<file path="src/rtl/mul_div_sequencer_pkg.sv">
// ---------------------------------------------------------------------------
// mul_div_sequencer_pkg
// Shared definitions for the multiply/divide sequencer: bus widths, the
// mode and ALU opcode encodings, and the sequencer state encoding.
// ---------------------------------------------------------------------------
package mul_div_sequencer_pkg;

   localparam int ADDR_W = 9;    // ROM address width
   localparam int DATA_W = 8;    // ROM data / operand width
   localparam int RES_W  = 16;   // result, remainder and ALU width

   localparam logic MODE_MUL = 1'b0;
   localparam logic MODE_DIV = 1'b1;

   localparam logic ALU_ADD = 1'b0;
   localparam logic ALU_SUB = 1'b1;

   typedef enum logic [2:0] {
      IDLE,
      FETCH_A,
      LOAD_A,
      LOAD_B,
      CHECK,
      RUN,
      DONE
   } stateT;

endpackage

</file>
<file path="src/rtl/mul_div_sequencer_if.sv">
// ---------------------------------------------------------------------------
// mul_div_sequencer_if
// Bundles every non-clock/reset signal of the sequencer.
//   start/mode/base_addr : request, sampled when the sequencer is IDLE/DONE
//   rom_addr/rom_data    : synchronous ROM, data valid one cycle after address
//   alu_a/alu_b/alu_op   : operands and opcode to the external ALU
//   alu_y                : combinational ALU result
//   result/remainder     : product or quotient, and division remainder
//   busy/done/div_zero   : status; done is a one-cycle pulse
// Modports: master = requester/ROM/ALU side, slave = sequencer.
// ---------------------------------------------------------------------------
interface mul_div_sequencer_if;
   import mul_div_sequencer_pkg::*;

   logic              start;
   logic              mode;
   logic [ADDR_W-1:0] base_addr;
   logic [ADDR_W-1:0] rom_addr;
   logic [DATA_W-1:0] rom_data;
   logic [RES_W-1:0]  alu_a;
   logic [RES_W-1:0]  alu_b;
   logic              alu_op;
   logic [RES_W-1:0]  alu_y;
   logic [RES_W-1:0]  result;
   logic [RES_W-1:0]  remainder;
   logic              busy;
   logic              done;
   logic              div_zero;

   modport master (
      output start, mode, base_addr, rom_data, alu_y,
      input  rom_addr, alu_a, alu_b, alu_op, result, remainder,
             busy, done, div_zero
   );

   modport slave (
      input  start, mode, base_addr, rom_data, alu_y,
      output rom_addr, alu_a, alu_b, alu_op, result, remainder,
             busy, done, div_zero
   );

endinterface

</file>
<file path="src/rtl/mul_div_sequencer.sv">
// ---------------------------------------------------------------------------
// mul_div_sequencer
// Fetches two 8-bit operands from an external synchronous ROM and computes
// A*B by repeated addition or A/B (quotient and remainder) by repeated
// subtraction, using an external combinational ALU.
// Ports:
//   clk     : rising-edge clock
//   reset_n : asynchronous active-low reset
//   bus     : mul_div_sequencer_if.slave (request, ROM, ALU and status)
// ---------------------------------------------------------------------------
module mul_div_sequencer
   import mul_div_sequencer_pkg::*;
(
   input  logic               clk,
   input  logic               reset_n,
   mul_div_sequencer_if.slave bus
);

   stateT             stateQ;
   stateT             stateD;
   logic              modeQ;
   logic [ADDR_W-1:0] romAddrQ;
   logic [DATA_W-1:0] regA;
   logic [DATA_W-1:0] regB;
   logic [DATA_W-1:0] cnt;
   logic [RES_W-1:0]  acc;
   logic [RES_W-1:0]  rem;
   logic [RES_W-1:0]  quot;
   logic [RES_W-1:0]  resultQ;
   logic [RES_W-1:0]  remainderQ;
   logic              divZeroQ;

   logic [RES_W-1:0]  aExt;
   logic [RES_W-1:0]  bExt;
   logic              startOk;
   logic              skipRun;
   logic              runLast;

   assign aExt    = {{(RES_W-DATA_W){1'b0}}, regA};
   assign bExt    = {{(RES_W-DATA_W){1'b0}}, regB};
   assign startOk = bus.start && ((stateQ == IDLE) || (stateQ == DONE));

   // Zero iterations: B==0 in either mode, or a quotient of zero.
   assign skipRun = (regB == '0) || ((modeQ == MODE_DIV) && (regA < regB));

   // Multiply stops on the last count; divide stops once the new partial
   // remainder has dropped below the divisor.
   assign runLast = (modeQ == MODE_MUL) ? (cnt == DATA_W'(1)) : (bus.alu_y < bExt);

   // NOTE: sequential state uses non-blocking assignments so every register
   // samples pre-edge values; reset is asynchronous and clears all state.
   always_ff @(posedge clk or negedge reset_n) begin
      if (!reset_n) begin
         stateQ <= IDLE;
      end else begin
         stateQ <= stateD;
      end
   end

   // NOTE: next state is defaulted before the case so no path infers a latch.
   always_comb begin
      stateD = stateQ;
      case (stateQ)
         IDLE,
         DONE:    stateD = startOk ? FETCH_A : IDLE;
         FETCH_A: stateD = LOAD_A;
         LOAD_A:  stateD = LOAD_B;
         LOAD_B:  stateD = CHECK;
         CHECK:   stateD = skipRun ? DONE : RUN;
         RUN:     stateD = runLast ? DONE : RUN;
         default: stateD = IDLE;
      endcase
   end

   // Datapath registers, updated according to the current state.
   always_ff @(posedge clk or negedge reset_n) begin
      if (!reset_n) begin
         modeQ      <= MODE_MUL;
         romAddrQ   <= '0;
         regA       <= '0;
         regB       <= '0;
         cnt        <= '0;
         acc        <= '0;
         rem        <= '0;
         quot       <= '0;
         resultQ    <= '0;
         remainderQ <= '0;
         divZeroQ   <= 1'b0;
      end else begin
         case (stateQ)
            IDLE,
            DONE: begin
               if (startOk) begin
                  modeQ    <= bus.mode;
                  romAddrQ <= bus.base_addr;
                  divZeroQ <= 1'b0;
               end
            end
            FETCH_A: romAddrQ <= romAddrQ + ADDR_W'(1);   // wraps mod 512
            LOAD_A:  regA     <= bus.rom_data;
            LOAD_B:  regB     <= bus.rom_data;
            CHECK: begin
               if (modeQ == MODE_MUL) begin
                  acc <= '0;
                  cnt <= regB;
                  if (regB == '0) begin
                     resultQ    <= '0;
                     remainderQ <= '0;
                  end
               end else if (regB == '0) begin
                  divZeroQ   <= 1'b1;
                  resultQ    <= '1;
                  remainderQ <= aExt;
               end else if (regA < regB) begin
                  resultQ    <= '0;
                  remainderQ <= aExt;
               end else begin
                  rem  <= aExt;
                  quot <= '0;
               end
            end
            RUN: begin
               if (modeQ == MODE_MUL) begin
                  acc <= bus.alu_y;
                  cnt <= cnt - DATA_W'(1);
                  if (runLast) begin
                     resultQ    <= bus.alu_y;
                     remainderQ <= '0;
                  end
               end else begin
                  rem  <= bus.alu_y;
                  quot <= quot + RES_W'(1);
                  if (runLast) begin
                     resultQ    <= quot + RES_W'(1);
                     remainderQ <= bus.alu_y;
                  end
               end
            end
            default: ;
         endcase
      end
   end

   // ALU operands follow the latched mode in every state so they are always
   // driven from registers; they only matter in RUN.
   always_comb begin
      bus.alu_a  = acc;
      bus.alu_b  = aExt;
      bus.alu_op = ALU_ADD;
      if (modeQ == MODE_DIV) begin
         bus.alu_a  = rem;
         bus.alu_b  = bExt;
         bus.alu_op = ALU_SUB;
      end
   end

   assign bus.rom_addr  = romAddrQ;
   assign bus.result    = resultQ;
   assign bus.remainder = remainderQ;
   assign bus.div_zero  = divZeroQ;
   assign bus.busy      = (stateQ != IDLE) && (stateQ != DONE);
   assign bus.done      = (stateQ == DONE);

endmodule

</file>
<file path="src/flat_wrapper.sv">
// flat-port wrapper written by rule: the top's interface ports become plain ports
module mul_div_sequencer_flat import mul_div_sequencer_pkg::*;
  (clk, reset_n, bus_start, bus_mode, bus_base_addr, bus_rom_data, bus_alu_y, bus_rom_addr, bus_alu_a, bus_alu_b, bus_alu_op, bus_result, bus_remainder, bus_busy, bus_done, bus_div_zero);
  mul_div_sequencer_if bus_i ();
  input  logic clk;
  input  logic reset_n;
  input wire logic [$bits(bus_i.start)-1:0] bus_start;
  input wire logic [$bits(bus_i.mode)-1:0] bus_mode;
  input wire logic [$bits(bus_i.base_addr)-1:0] bus_base_addr;
  input wire logic [$bits(bus_i.rom_data)-1:0] bus_rom_data;
  input wire logic [$bits(bus_i.alu_y)-1:0] bus_alu_y;
  output wire logic [$bits(bus_i.rom_addr)-1:0] bus_rom_addr;
  output wire logic [$bits(bus_i.alu_a)-1:0] bus_alu_a;
  output wire logic [$bits(bus_i.alu_b)-1:0] bus_alu_b;
  output wire logic [$bits(bus_i.alu_op)-1:0] bus_alu_op;
  output wire logic [$bits(bus_i.result)-1:0] bus_result;
  output wire logic [$bits(bus_i.remainder)-1:0] bus_remainder;
  output wire logic [$bits(bus_i.busy)-1:0] bus_busy;
  output wire logic [$bits(bus_i.done)-1:0] bus_done;
  output wire logic [$bits(bus_i.div_zero)-1:0] bus_div_zero;
  assign bus_i.start = bus_start;
  assign bus_i.mode = bus_mode;
  assign bus_i.base_addr = bus_base_addr;
  assign bus_i.rom_data = bus_rom_data;
  assign bus_i.alu_y = bus_alu_y;
  assign bus_rom_addr = bus_i.rom_addr;
  assign bus_alu_a = bus_i.alu_a;
  assign bus_alu_b = bus_i.alu_b;
  assign bus_alu_op = bus_i.alu_op;
  assign bus_result = bus_i.result;
  assign bus_remainder = bus_i.remainder;
  assign bus_busy = bus_i.busy;
  assign bus_done = bus_i.done;
  assign bus_div_zero = bus_i.div_zero;
  mul_div_sequencer u_core (.clk(clk), .reset_n(reset_n), .bus(bus_i));
endmodule
</file>
<file path="config.mk">
export PLATFORM = sky130hd
export DESIGN_NAME = mul_div_sequencer_flat
export DESIGN_NICKNAME = d
export VERILOG_FILES = /design/src/rtl/mul_div_sequencer_pkg.sv /design/src/rtl/mul_div_sequencer_if.sv /design/src/rtl/mul_div_sequencer.sv /design/src/flat_wrapper.sv
export SDC_FILE = /design/constraint.sdc
export NUM_CORES = 1
export LEC_CHECK = 0
export BUFFER_PORTS_ARGS = -buffer_cell sky130_fd_sc_hd__buf_2
export CORE_MARGIN = 2
export CORE_UTILIZATION = 56
export CTS_CLUSTER_DIAMETER = 150
export DETAILED_ROUTE_END_ITERATION = 12
export PLACE_DENSITY = 0.8
export REMOVE_ABC_BUFFERS = 1
export SKIP_LAST_GASP = 1
export SYNTH_ARGS = -nofsm -noshare
export SYNTH_HDL_FRONTEND = slang
export SYNTH_SLANG_ARGS = --single-unit
</file>
<file path="constraint.sdc">
create_clock -name clk -period 2.9 [get_ports clk]
set_input_delay 0.145 -clock clk [delete_from_list [all_inputs] [get_ports clk]]
set_output_delay 0.145 -clock clk [all_outputs]
set_load 0.01 [all_outputs]
</file>
# Yosys cells after proc, flatten, opt, wreduce, memory -nomap -nowiden

Cells that the tools add are included.
W data, S select, Z words.

Bits in registers: 118
Bits of input ports: 37
Output and inout bits: 77
Word-level logic and storage cells: 98

$add $sub $neg: 3
$lt $le $gt $ge: 2
Equality and inequality tests: 19
Muxes and demuxes: 44
Reductions and logical operators: 18

Operators by type and width:

| kind                    | count |
|---|---|
| $mux W16                | 23 |
| $pmux W16 S2            | 5 |
| $mux W8                 | 3 |
| $pmux W3 S6             | 1 |
| $pmux W9 S2             | 1 |
| $add A16 B1 Y16 const B | 1 |
| $lt A16 B8 Y1           | 1 |
| $pmux W8 S2             | 1 |
| $ne A2 B1 Y1 const B    | 5 |
| $add A9 B1 Y9 const B   | 1 |
| $eq A3 B3 Y1 const B    | 3 |
| $mux W9                 | 1 |
| $eq A8 B1 Y1 const B    | 1 |
| $logic_not A8 Y1        | 1 |
| $lt A8 B8 Y1            | 1 |
| $ne A2 B2 Y1 const B    | 4 |
| $reduce_and A4 Y1       | 2 |
| $sub A8 B1 Y8 const B   | 1 |
| $eq A3 B2 Y1 const B    | 2 |
| $mux W1                 | 6 |
| $ne A3 B1 Y1 const B    | 2 |
| $reduce_bool A2 Y1      | 3 |
| $reduce_and A5 Y1       | 1 |
| $mux W2                 | 2 |
| 10 further kinds        | 14 |

# Depth between registers and ports, before layout

Gate-level depths: netlist (run 1).

Depth after elaboration: 5
Gate-level depth with buffers: 10
Depth with buffers taken out: 8

# Least setup slack after synthesis (run 1)

No wires, ideal clock.

Path kind: register to register
From: reg u_core.regB[5]
To: reg u_core.resultQ[10], in the netlist u_core.bus.result[10]
Library setup time: 127 ps
Arrival: 2280 ps
Required time: 2773 ps
Setup slack: 492 ps
Stages on the path, launching flop included: 10
Path buffers: 1
Clock period less this slack: 2408 ps
Cell sequence: dfrtp_1 -> inv_1 -> ha_1 -> a21o_1 -> a21o_1 -> a221oi_1 -> a311oi_1 -> a211oi_4 -> buf_6 -> mux2_1

Cells in the longest elaborated chain, start to end: 4
Elaborated cells on any way between the ends: 11
Those cells by class: 2 x order compare; 3 x eq/ne; 4 x mux; 2 x reduce/logical

RTL lines:

| element                                                                   | RTL line                                                                    | text |
|---|---|---|
| start, declared                                                           | mul_div_sequencer.sv:24                                                     | `logic [DATA_W-1:0] regB;` |
| start signal, assigned                                                    | mul_div_sequencer.sv:101                                                    | `LOAD_B: regB <= bus.rom_data;` |
| $lt A16 B8 Y1 / $logic_not A8 Y1 (equally long branches)                  | mul_div_sequencer.sv:48, mul_div_sequencer.sv:106, mul_div_sequencer.sv:110 |  |
| $mux W1 / $mux W16 (equally long branches)                                | mul_div_sequencer.sv:48, mul_div_sequencer.sv:110                           |  |
| $ne A2 B1 Y1 (no source line) / $mux W16 (equally long branches)          | n/a                                                                         |  |
| $reduce_and A4 Y1 (no source line) / $pmux W16 S2 (equally long branches) | n/a                                                                         |  |
| end signal, assigned                                                      | mul_div_sequencer.sv:127                                                    | `resultQ <= bus.alu_y;` |
| end signal, assigned                                                      | mul_div_sequencer.sv:134                                                    | `resultQ <= quot + RES_W'(1);` |
| end, declared                                                             | mul_div_sequencer.sv:29                                                     | `logic [RES_W-1:0] resultQ;` |

Parallel ways exist; a longest one is shown, timed or not.
A chain may end at the register's enable or synchronous reset.

# Worst setup path in the final report (run 1)

From: reg u_core.regB[7]
To: reg u_core.resultQ[1], in the netlist u_core.bus.result[1]

Same word-level chain as after synthesis.

==> results of run 1 <==
==> through the flow <==
stage | TNS [ns] | utilization | hold slack (ns)
detailed placement | 0 | 0.631 | 0.204
global route | 0 | 0.718 | 0.0605
global placement | 0 | 0.631 | 0.197
CTS | 0 | 0.718 | 0.00506
finish | 0 | 0.718 | 0.0289
floorplan | -14.85 | - | -0.151
==> layout make-up <==
type | count | area, µm²
Fill cell | 752 | 3030
Timing Repair Buffer | 158 | 1030
Clock inverter | 8 | 124
Sequential cell | 118 | 2950
Clock buffer | 23 | 457
Multi-Input combinational cell | 425 | 2900
Inverter | 23 | 86.3
Tap cell | 140 | 175
==> registers in the layout, summed over array words and instances (netlist names) <==
signal and cells:
u_core.cnt 8, u_core.bus.rom_addr 9, u_core.bus.result 16, u_core.acc 16, u_core.bus.remainder 16, u_core.modeQ 1, u_core.regA 8, u_core.regB 8
u_core.rem 16, u_core.quot 16, u_core.stateQ 3, u_core.bus.div_zero 1
==> worst paths after layout <==
kind                                start  cells after the start  slack, ns                     end
setup / recovery           u_core.regB[7]                      9       0.16    u_core.bus.result[1]
hold / removal                  bus_start                      4       0.03  u_core.bus.rom_addr[0]
setup reg to reg           u_core.regB[7]                      9       0.16    u_core.bus.result[1]
hold reg to reg             u_core.acc[8]                      2       0.47           u_core.acc[8]
max in group asynchronous         reset_n                      3       1.87            u_core.modeQ
min in group asynchronous         reset_n                      2       0.18          u_core.acc[12]
==> power groups by stage <==
| stage | Clock, mW | Sequential, mW | Combinational (mW) |
|---|---|---|---|
| 2_1_floorplan | 0 | 2.86 | 2.04 |
| 3_3_place_gp | 0 | 2.77 | 3.28 |
| 3_5_place_dp | 0 | 2.81 | 3.39 |
| 4_1_cts | 2.09 | 2.80 | 3.47 |
| 5_1_grt | 2.16 | 2.90 | 3.84 |
| 6_report | 2.06 | 2.83 | 3.51 |
==> routing by layer <==
metal	routed length, µm	up-vias	global-route usage
met5	0	-	0
met4	337	0	0.118
met2	8410	218	0.492
li1	-	2407	-
met3	1020	33	0.0663
met1	7030	2641	0.369
==> synth_stat cells, drive strengths merged (11+ instances only) <==
library cell | count | share of area
buf | 16 | 0.019
nand2 | 84 | 0.052
dfrtp | 118 | 0.48
inv | 23 | 0.014
clkbuf | 24 | 0.015
a21oi | 28 | 0.023
mux2i | 11 | 0.018
a31oi | 13 | 0.013
a22o | 17 | 0.024
nor2b | 13 | 0.013
o21ai | 32 | 0.026
nand3 | 14 | 0.011
ha | 18 | 0.037
mux2 | 65 | 0.12
nor2 | 33 | 0.021
==> logic make-up after synthesis <==
family | count (synthesis)
XOR/XNOR | 13
other | 1
AND/OR/NAND/NOR | 178
buffers and inverters | 63
multiplexers | 76
AO/OA/AOI/OAI | 131
flip-flops | 118
adder cells (fa/ha/maj) | 19
==> worst register-to-register path: cells and delay by family, from the launching register on <==
| kind | cells | cell delay (ns) |
|---|---|---|
| muxes | 1 | 0.37 |
| adders and majority gates | 1 | 0.21 |
| AOI/OAI and AO/OA | 3 | 0.76 |
| buffers and inverters | 2 | 0.31 |
| and+or+nand+nor | 2 | 0.56 |
| DFF | 1 | 0.40 |
==> repair_timing <==
item | in CTS | in global routing
hold buffers | 35 | 0
setup buffers | 0 | 0
resized for setup | 0 | 1
endpoints found under the setup margin | 0 | 19
hold endpoints to repair | 99 | 0
==> metrics.md, run 1 <==
| Metric | Value |
|---|---|
| Library cells used by synthesis | `49` |
| Deepest level of the CTS H-tree | `4` |
| Critical path endpoint category | `flop` |
| Area Growth Syn to Fin | `26.4%` |
| Ys flop type | `dfrtp_1` |
| Post-synth EDFFs | `0` |
| Diode count | `0` |
| Flop pwr share | `0.336` |
| Yosys warns | `0` |
| CTS clk-pin slew, worst paths | `0.06 ns` |
| Synthesized flop and latch total | `approximately 120` |
| Max Root-Sink Buffers | `2` |
| Drt pass-1 iters | `6` |
| Async S/R FF share, synth | `1.00` |
| Slew margin rel. | `0.254` |
| Routability cong. | `around 0.88` |
| Global Route Usage Sum | `0.294` |
| Overall power | `8.40 mW` |
| Core area | `10700 µm²` |
| Final setup fails | `0` |
| WP data arrival | `3.13 ns` |
| Crit Path Class | `flop to flop` |
| Psw | `3.21 mW` |
| Slowest stage delay, CP | `0.40 ns` |
| Required time of the critical path | `roughly 3.3 ns` |
| Slew Limit Fails | `0` |
| CP delay by family, top | `compound AO/OA/AOI/OAI gates` |
| Crit share post-route | `0.946` |
| Max_cap viols | `0` |
| Detailed-route via count | `approximately 5300` |
| Post-synthesis mux area share | `0.138` |
| Internal power | `5.19 mW` |
| Worst setup margin | `0.156 ns` |
| Iteration-0 DRC Markers | `448` |
| Highest clock rate | `about 0.36 GHz` |
| DPL Wire Length | `about 11000 µm` |
| Die width | `108 µm` |
| Cell count after placement | `829` |
| Combinational power share | `0.418` |
| Gr ovfl total | `0` |
| HP Class | `input pin to flop` |
| Clock power share | `0.246` |
| Final ANT Viol Nets | `0` |
| Post-DP Area | `between 6000 and 7000 µm²` |
| Most frequent cells in the layout | `117 x dfrtp_1, 104 x buf_2, 84 x nand2_1` |
| Cts bufs inserted | `17` |
| Design area | `7720 µm²` |
| Setup Skew | `between 0.01 and 0.015 ns` |
| Status | `complete, no violations` |
| Adder and majority gate portion of the synthesized area | `0.0385` |
| Pwr per Cell Area | `between 1000 and 1500 nW/µm²` |
| Post-synthesis sequential area ratio | `0.484` |
| Crit path cell chain | `inv_1, ha_1, nor4_1, nand4b_1, a221oi_2, a311oi_1, a211oi_4, buf_12, mux2_1` |
| XOR/XNOR Fraction of Synth Area | `0.0186` |
| Switching fraction of total power | `0.382` |
| Share of cells above drive strength 1 | `0.269` |
| Mapped Avg Cell Area | `10.2 µm²` |
| WP buf/inv | `2` |
| IO Count | `114` |
| Die ar. | `11800 µm²` |
| Largest net degree at the start of global routing | `50` |
| Starting density of the core | `0.568` |
| Slew of the pin with the lowest slew margin | `roughly 1.1 ns` |
| Worst Setup Start Kind | `flop` |
| Main combinational cell family by area after synthesis | `compound AO/OA/AOI/OAI gates` |
| Mapped Cells | `about 600` |
| CTS sink count | `118` |
| Worst-Skew Late Latency | `0.53 ns` |
| Via/cell ratio | `5.92` |
| CP max-delay cell | `dfrtp_1` |
| First-pass GRT wire length | `26300 µm` |
| CTS tree | `yes` |
| Buffers on Ports | `105` |
| Critical Path Fanout Max | `21` |
| Simple-gate share of the synthesized area | `0.133` |
| Initial antenna violation count | `0` |
| Mapped Area | `6110 µm²` |
| Final wirelength | `16800 µm` |
| Die height | `roughly 110 µm` |
| Final Hold Vio Count | `0` |
| Max IR drop VDD | `611 µV` |
| RSZ-0062 raised after global routing | `no` |
| Compound-Gate Fraction of Synth Area | `0.140` |
| Residual DRC count | `0` |
| Commonest non-fill, non-tap cell in the layout | `dfrtp_1` |
| Fin nets | `approximately 800` |
| Std cell rows | `38` |
| Non-filler instance count after layout | `895` |
| Final Critical Period | `2.74 ns` |
| Clock root buffer | `clkbuf_8` |
| Number of global-route vias before repair | `5229` |
| Pre-CTS WS | `0.197 ns` |
| WL/cell | `approximately 19 µm` |
| Lkg Pwr | `3.76 nW` |
Power figures use the tool's default switching activity.
==> run 2: changes to the inputs <==
--- a/config.mk
+++ b/config.mk
@@ -5,12 +5,13 @@
 export SDC_FILE = /design/constraint.sdc
 export NUM_CORES = 1
 export LEC_CHECK = 0
+export ABC_AREA = 0
 export BUFFER_PORTS_ARGS = -buffer_cell sky130_fd_sc_hd__buf_2
 export CORE_MARGIN = 2
-export CORE_UTILIZATION = 56
+export CORE_UTILIZATION = 60
 export CTS_CLUSTER_DIAMETER = 150
 export DETAILED_ROUTE_END_ITERATION = 12
-export PLACE_DENSITY = 0.8
+export PLACE_DENSITY = 0.85
 export REMOVE_ABC_BUFFERS = 1
 export SKIP_LAST_GASP = 1
 export SYNTH_ARGS = -nofsm -noshare
==> constraint.sdc (replaced) <==
create_clock -name clk -period 3.24 [get_ports clk]
set_input_delay 0.162 -clock clk [delete_from_list [all_inputs] [get_ports clk]]
set_output_delay 0.162 -clock clk [all_outputs]
set_load 0.01 [all_outputs]
==> run 2 against run 1 <==
Wire length rose by 6.4%. Fmax fell by 0.85%. Highest routed layer unchanged. Flip-flop and latch count did not move. Count of clock-buffer cells in the layout fell by 5. Global-route usage rose by 4.4 points. Core utilization rose by 7.1 points. Clock skew fell by 0.00076 ns. Die area fell by 6.4%. Via count rose by 3.7%. Non-clock buffer count fell by 3. Total power fell by 6.9%.
==> metrics.md, run 2 (synthesis results as in run 1) <==
| Metric | Value |
|---|---|
| Status | `complete, no violations` |
| Pre-CTS WS | `0.511 ns (+0.314 ns)` |
| Slew margin rel. | `0.0932 (-0.161)` |
| # fillers | `595 (-21%)` |
| Commonest non-fill, non-tap cell in the layout | `dfrtp_1` |
| CTS clk-pin slew, worst paths | `0.06 ns (about the same)` |
| Global Route Usage Sum | `0.338 (+0.0443)` |
| Crit path cell chain | `inv_1, ha_1, nor4_1, nand4b_1, a221oi_1, a311oi_1, a211oi_4, buf_4, mux2_2` |
| Worst Setup Start Kind | `flop` |
| Post-CTS Setup Repair Bufs | `0 (unchanged)` |
| Number of global-route vias before repair | `5574 (+6.6%)` |
| Slowest stage delay, CP | `0.43 ns (+0.03 ns)` |
| Highest clock rate | `0.361 GHz (-0.85%)` |
| DPL Wire Length | `11000 µm (-1.8%)` |
| Core area | `9820 µm² (-8.6%)` |
| Critical path endpoint category | `flop` |
| Starting density of the core | `0.622 (+0.0536)` |
| Std cell rows | `36 (-5.3%)` |
| CP max-delay cell | `dfrtp_1` |
| Post-DP Area | `6750 µm² (-0.46%)` |
| Max Root-Sink Buffers | `2 (unchanged)` |
| Gr ovfl total | `0 (unchanged)` |
| Critical Path Fanout Max | `21 (unchanged)` |
| Slew of the pin with the lowest slew margin | `1.36 ns (+0.236 ns)` |
| Flop2flop setup slack | `0.47 ns (+0.32 ns)` |
| Die height | `105 µm (-3.3%)` |
| IO Count | `114 (unchanged)` |
| Die width | `105 µm (-3.3%)` |
| Clock root buffer | `clkbuf_8` |
| Post-Route Utilization | `0.789 (+0.0709)` |
| Lkg Pwr | `3.78 nW (+0.43%)` |
| Crit share post-route | `0.854 (-0.0920)` |
| Final Hold Vio Count | `0 (unchanged)` |
| Max_cap viols | `0 (unchanged)` |
| Max IR drop VDD | `636 µV (+4.0%)` |
| Most frequent cells in the layout | `117 x dfrtp_1, 104 x buf_2, 84 x nand2_1` |
| Required time of the critical path | `3.65 ns (+0.36 ns)` |
| Final ANT Viol Nets | `0 (unchanged)` |
| Cts bufs inserted | `17 (unchanged)` |
| Fin nets | `795 (-0.38%)` |
| Final setup fails | `0 (unchanged)` |
| Initial antenna violation count | `0 (unchanged)` |
| CTS tree | `yes` |
| Worst setup margin | `0.472 ns (+0.316 ns)` |
| Residual DRC count | `0 (unchanged)` |
| Design area | `7750 µm² (+0.41%)` |
| Hold Slack | `0.0480 ns (+0.0192 ns)` |
| Setup Skew | `0.0109 ns (-0.000762 ns)` |
| WP data arrival | `3.18 ns (+0.05 ns)` |
| Deepest level of the CTS H-tree | `4 (unchanged)` |
| Via/cell ratio | `6.20 (+4.8%)` |
| Final wirelength | `17900 µm (+6.4%)` |
| Buffers on Ports | `105 (unchanged)` |
| Iteration-0 DRC Markers | `407 (-9.2%)` |
| First-pass GRT wire length | `28900 µm (+10%)` |
| Area Growth Syn to Fin | `26.9%` |
| Share of cells above drive strength 1 | `0.270 (+0.000714)` |
| Setup TNS | `0 ns (unchanged)` |
| Drt pass-1 iters | `5 (-1)` |
| Largest net degree at the start of global routing | `69 (+38%)` |
| WL/cell | `20.2 µm (+7.4%)` |
| WP buf/inv | `2 (unchanged)` |
| Slew Limit Fails | `0 (unchanged)` |
| Post-CTS Resized | `0 (unchanged)` |
| Area of the multi-input gates | `2890 µm² (-0.22%)` |
| Pwr per Cell Area | `1010 nW/µm² (-7.3%)` |
| CP delay by family, top | `compound AO/OA/AOI/OAI gates` |
| Worst-Skew Late Latency | `0.53 ns (about the same)` |
| Crit Path Class | `flop to flop` |
| Detailed-route via count | `5496 (+3.7%)` |
| Register area | `2950 µm² (unchanged)` |
| Die ar. | `11000 µm² (-6.4%)` |
| Diode count | `0 (unchanged)` |
| Final Critical Period | `2.77 ns (+0.0237 ns)` |
| CTS sink count | `118 (unchanged)` |
| RSZ-0062 raised after global routing | `no` |
| Routability cong. | `0.938 (+6.6%)` |
| HP Class | `input pin to flop` |
run 2: cell types whose count changed in the layout (fill, tap and decap cells not counted):
| cell | before | now |
|---|---|---|
| clkbuf_1 | 4 | 1 |
| buf_4 | 18 | 15 |
| clkinvlp_4 | 2 | 3 |
| a221oi_1 | 0 | 1 |
| clkinv_2 | 2 | 4 |
| clkbuf_8 | 3 | 1 |
| bufinv_16 | 3 | 6 |
| a221oi_2 | 1 | 0 |
run 2: worst reg2reg max path, cell delays in order, from the launching register on:
cell and delay (ns):
dfrtp_1 0.43, inv_1 0.10, ha_1 0.22, nor4_1 0.32, nand4b_1 0.19, a221oi_1 0.31, a311oi_1 0.13, a211oi_4 0.26
buf_4 0.31, mux2_2 0.39
run 2: timing repair:
item,4_1_cts,5_1_grt
hold buffers,35,0
setup endpoints to repair,0,0
endpoints found under the hold margin,120,0
run 2: path summary, 6_finish.rpt:
kind	startpoint	to	cells after the start
max	u_core.regB[7]	u_core.bus.result[5]	9
min	bus_start	u_core.bus.rom_addr[0]	4
max reg2reg	u_core.regB[7]	u_core.bus.result[5]	9
min reg2reg	u_core.bus.result[10]	u_core.bus.result[10]	1
max in group asynchronous	reset_n	u_core.modeQ	3
min in group asynchronous	reset_n	u_core.bus.result[12]	2
run 2: per-layer routing:
layer  global-route usage  wire length, µm  share of wire  vias up
li1                     -                -              -     2399
met1                0.413             6480           0.36     2656
met2                0.576             9050           0.51      360
met3               0.0817             1650          0.093       81
met4                0.136              683          0.038        0
met5                    0                0              0        -
run 2: metrics by stage:
| stage | std cells | power, mW |
|---|---|---|
| floorplan | 566 | 4.39 |
| global placement | 819 | 5.41 |
| detailed placement | 819 | 5.55 |
| CTS | 886 | 7.72 |
| global route | 886 | 8.22 |
| finish | 886 | 7.82 |
run 2: cell type report:
cell class,instances,share of cell area
Clock buffer,18,0.0539
Clock inverter,14,0.0299
Inverter,23,0.0111
Multi-Input combinational cell,425,0.373
Sequential cell,118,0.381
Tap cell,133,0.0215
Timing Repair Buffer,155,0.129
run 2: where the power goes:
group,internal [mW],total (mW),leakage [nW],switching [mW]
registers,2.03,2.61,1.51,0.578
logic,1.40,3.13,1.96,1.73
clock network,1.40,2.08,0.311,0.685
total,4.82,7.82,3.78,3.00
==> run 3: changes to the inputs <==
==> constraint.sdc (replaced) <==
create_clock -name clk -period 3.2 [get_ports clk]
set_input_delay 0.16 -clock clk [delete_from_list [all_inputs] [get_ports clk]]
set_output_delay 0.16 -clock clk [all_outputs]
set_load 0.01 [all_outputs]
==> run 3 against run 2 <==
Design area decreased by 0.94%. Setup slack got worse by 0.035 ns. Critical path type unchanged. First-iteration DRC count decreased by 17%. Combinational power about the same. Final cell count decreased by 0.23%.
==> metrics.md, run 3 (synthesis results as in run 1) <==
| Metric | Value |
|---|---|
| Die width | `105 µm (unchanged)` |
| Die height | `105 µm (unchanged)` |
| Lkg Pwr | `3.74 nW (-0.94%)` |
| Critical Path Fanout Max | `21 (unchanged)` |
| Slew margin rel. | `0.133 (+0.0400)` |
| DPL Wire Length | `10900 µm (-0.99%)` |
| Highest clock rate | `0.362 GHz (+0.17%)` |
| Most frequent cells in the layout | `117 x dfrtp_1, 104 x buf_2, 84 x nand2_1` |
| Starting density of the core | `0.622 (unchanged)` |
| CTS clk-pin slew, worst paths | `0.06 ns (about the same)` |
| Slew Limit Fails | `0 (unchanged)` |
| Final Hold Vio Count | `0 (unchanged)` |
| Required time of the critical path | `3.61 ns (-0.04 ns)` |
| Max_cap viols | `0 (unchanged)` |
| Crit Path Class | `flop to flop` |
| Worst-Skew Late Latency | `0.53 ns (about the same)` |
| Final wirelength | `16900 µm (-5.3%)` |
| WP buf/inv | `2 (unchanged)` |
| Status | `complete, no violations` |
| Post-CTS Setup Repair Bufs | `0 (unchanged)` |
| Crit share post-route | `0.863 (+0.00917)` |
| Final setup fails | `0 (unchanged)` |
| Die ar. | `11000 µm² (unchanged)` |
| Diode count | `0 (unchanged)` |
| Detailed-route via count | `5399 (-1.8%)` |
| Iteration-0 DRC Markers | `339 (-17%)` |
| Max IR drop VDD | `692 µV (+8.9%)` |
| Std cell rows | `36 (unchanged)` |
| RSZ-0062 raised after global routing | `no` |
| Pwr per Cell Area | `990 nW/µm² (-1.9%)` |
| Area Growth Syn to Fin | `25.7%` |
| IO Count | `114 (unchanged)` |
| Buffers on Ports | `105 (unchanged)` |
| Deepest level of the CTS H-tree | `4 (unchanged)` |
| Final Critical Period | `2.76 ns (-0.00482 ns)` |
| Via/cell ratio | `6.11 (-1.5%)` |
| Largest net degree at the start of global routing | `65 (-5.8%)` |
| Setup TNS | `0 ns (unchanged)` |
| HP Class | `input pin to flop` |
| Number of global-route vias before repair | `5431 (-2.6%)` |
| Drt pass-1 iters | `5 (unchanged)` |
| Max Root-Sink Buffers | `2 (unchanged)` |
| WL/cell | `19.1 µm (-5.1%)` |
| WP data arrival | `3.18 ns (about the same)` |
| Share of cells above drive strength 1 | `0.266 (-0.00328)` |
| Slowest stage delay, CP | `0.41 ns (-0.02 ns)` |
| CTS sink count | `118 (unchanged)` |
| Fin nets | `795 (unchanged)` |
| Residual DRC count | `0 (unchanged)` |
| Routability cong. | `0.941 (+0.31%)` |
| Clock root buffer | `clkbuf_8` |
| Core area | `9820 µm² (unchanged)` |
| Hold Slack | `0.0476 ns (-0.000414 ns)` |
| Worst Setup Start Kind | `flop` |
| Post-CTS Hold Buffers | `35 (unchanged)` |
| Post-CTS Resized | `0 (unchanged)` |
| Slew of the pin with the lowest slew margin | `1.30 ns (-0.0598 ns)` |
| Critical path endpoint category | `flop` |
| Setup Skew | `0.00707 ns (-0.00384 ns)` |
| Gr ovfl total | `0 (unchanged)` |
| Cts bufs inserted | `17 (unchanged)` |
| First-pass GRT wire length | `28100 µm (-2.6%)` |
| CP max-delay cell | `dfrtp_1` |
| Initial antenna violation count | `0 (unchanged)` |
| Final ANT Viol Nets | `0 (unchanged)` |
| Commonest non-fill, non-tap cell in the layout | `dfrtp_1` |
| CP delay by family, top | `compound AO/OA/AOI/OAI gates` |
| Global Route Usage Sum | `0.328 (-0.0105)` |
| Crit path cell chain | `inv_1, ha_1, nor4_1, nand4b_1, a221oi_1, a311oi_1, a211oi_4, buf_4, mux2_2` |
| CTS tree | `yes` |
## run 3: cell count changes in the layout (fill, tap and decap cells not counted), sizes merged
cell	before	now
bufinv	6	3
clkbuf	18	21
clkinv	5	3
## run 3: metal layers
metal | up-vias | wire length (µm) | global-route usage
met2 | 308 | 8300 | 0.520
met1 | 2616 | 6640 | 0.423
met5 | - | 0 | 0
met3 | 71 | 1360 | 0.0792
li1 | 2404 | - | -
met4 | 0 | 616 | 0.159
## run 3: final cells by class
type	count	area, µm²
sequential	118	2950
timing repair buffer	155	1000
tap	133	166
clock buffer	21	449
fill	645	2140
multi-input combinational	425	2890
inverter	23	86.3
clock inverter	9	128
## run 3: where the power goes
group	switching, mW	internal [mW]	leakage [nW]
Sequential	0.546	2.06	1.51
Combinational	1.72	1.40	1.96
Clock	0.658	1.21	0.276
Total	2.93	4.67	3.74
## run 3: tightest hold or removal path, delay by kind of cell
| family | cells | cell delay, ns |
|---|---|---|
| buffers and inverters | 1 | 0.11 |
| and+or+nand+nor | 1 | 0.15 |
| AOI/OAI and AO/OA | 2 | 0.11 |
## run 3: metrics by stage
step	area, µm²	setup slack, ns	std cells	power, mW	utilization
5_1_grt	7680	0.260	884	8.06	0.782
3_5_place_dp	6750	0.485	819	5.60	0.687
3_3_place_gp	6750	0.530	819	5.47	0.687
6_report	7680	0.437	884	7.60	0.782
2_1_floorplan	5930	-0.274	566	4.44	-
4_1_cts	7680	0.444	884	7.54	0.782
## run 3: path summary, 6_finish.rpt
kind / startpoint / end / slack [ns] / cells past startpoint
worst max-delay path: u_core.regB[7] / u_core.bus.result[4] / 0.44 / 9
worst min-delay path: bus_start / u_core.bus.rom_addr[0] / 0.05 / 4
worst max register to register: u_core.regB[7] / u_core.bus.result[4] / 0.44 / 9
worst min register to register: u_core.bus.result[11] / u_core.bus.result[11] / 0.48 / 1
max in group asynchronous: reset_n / u_core.bus.remainder[5] / 2.15 / 3
min in group asynchronous: reset_n / u_core.quot[15] / 0.27 / 2
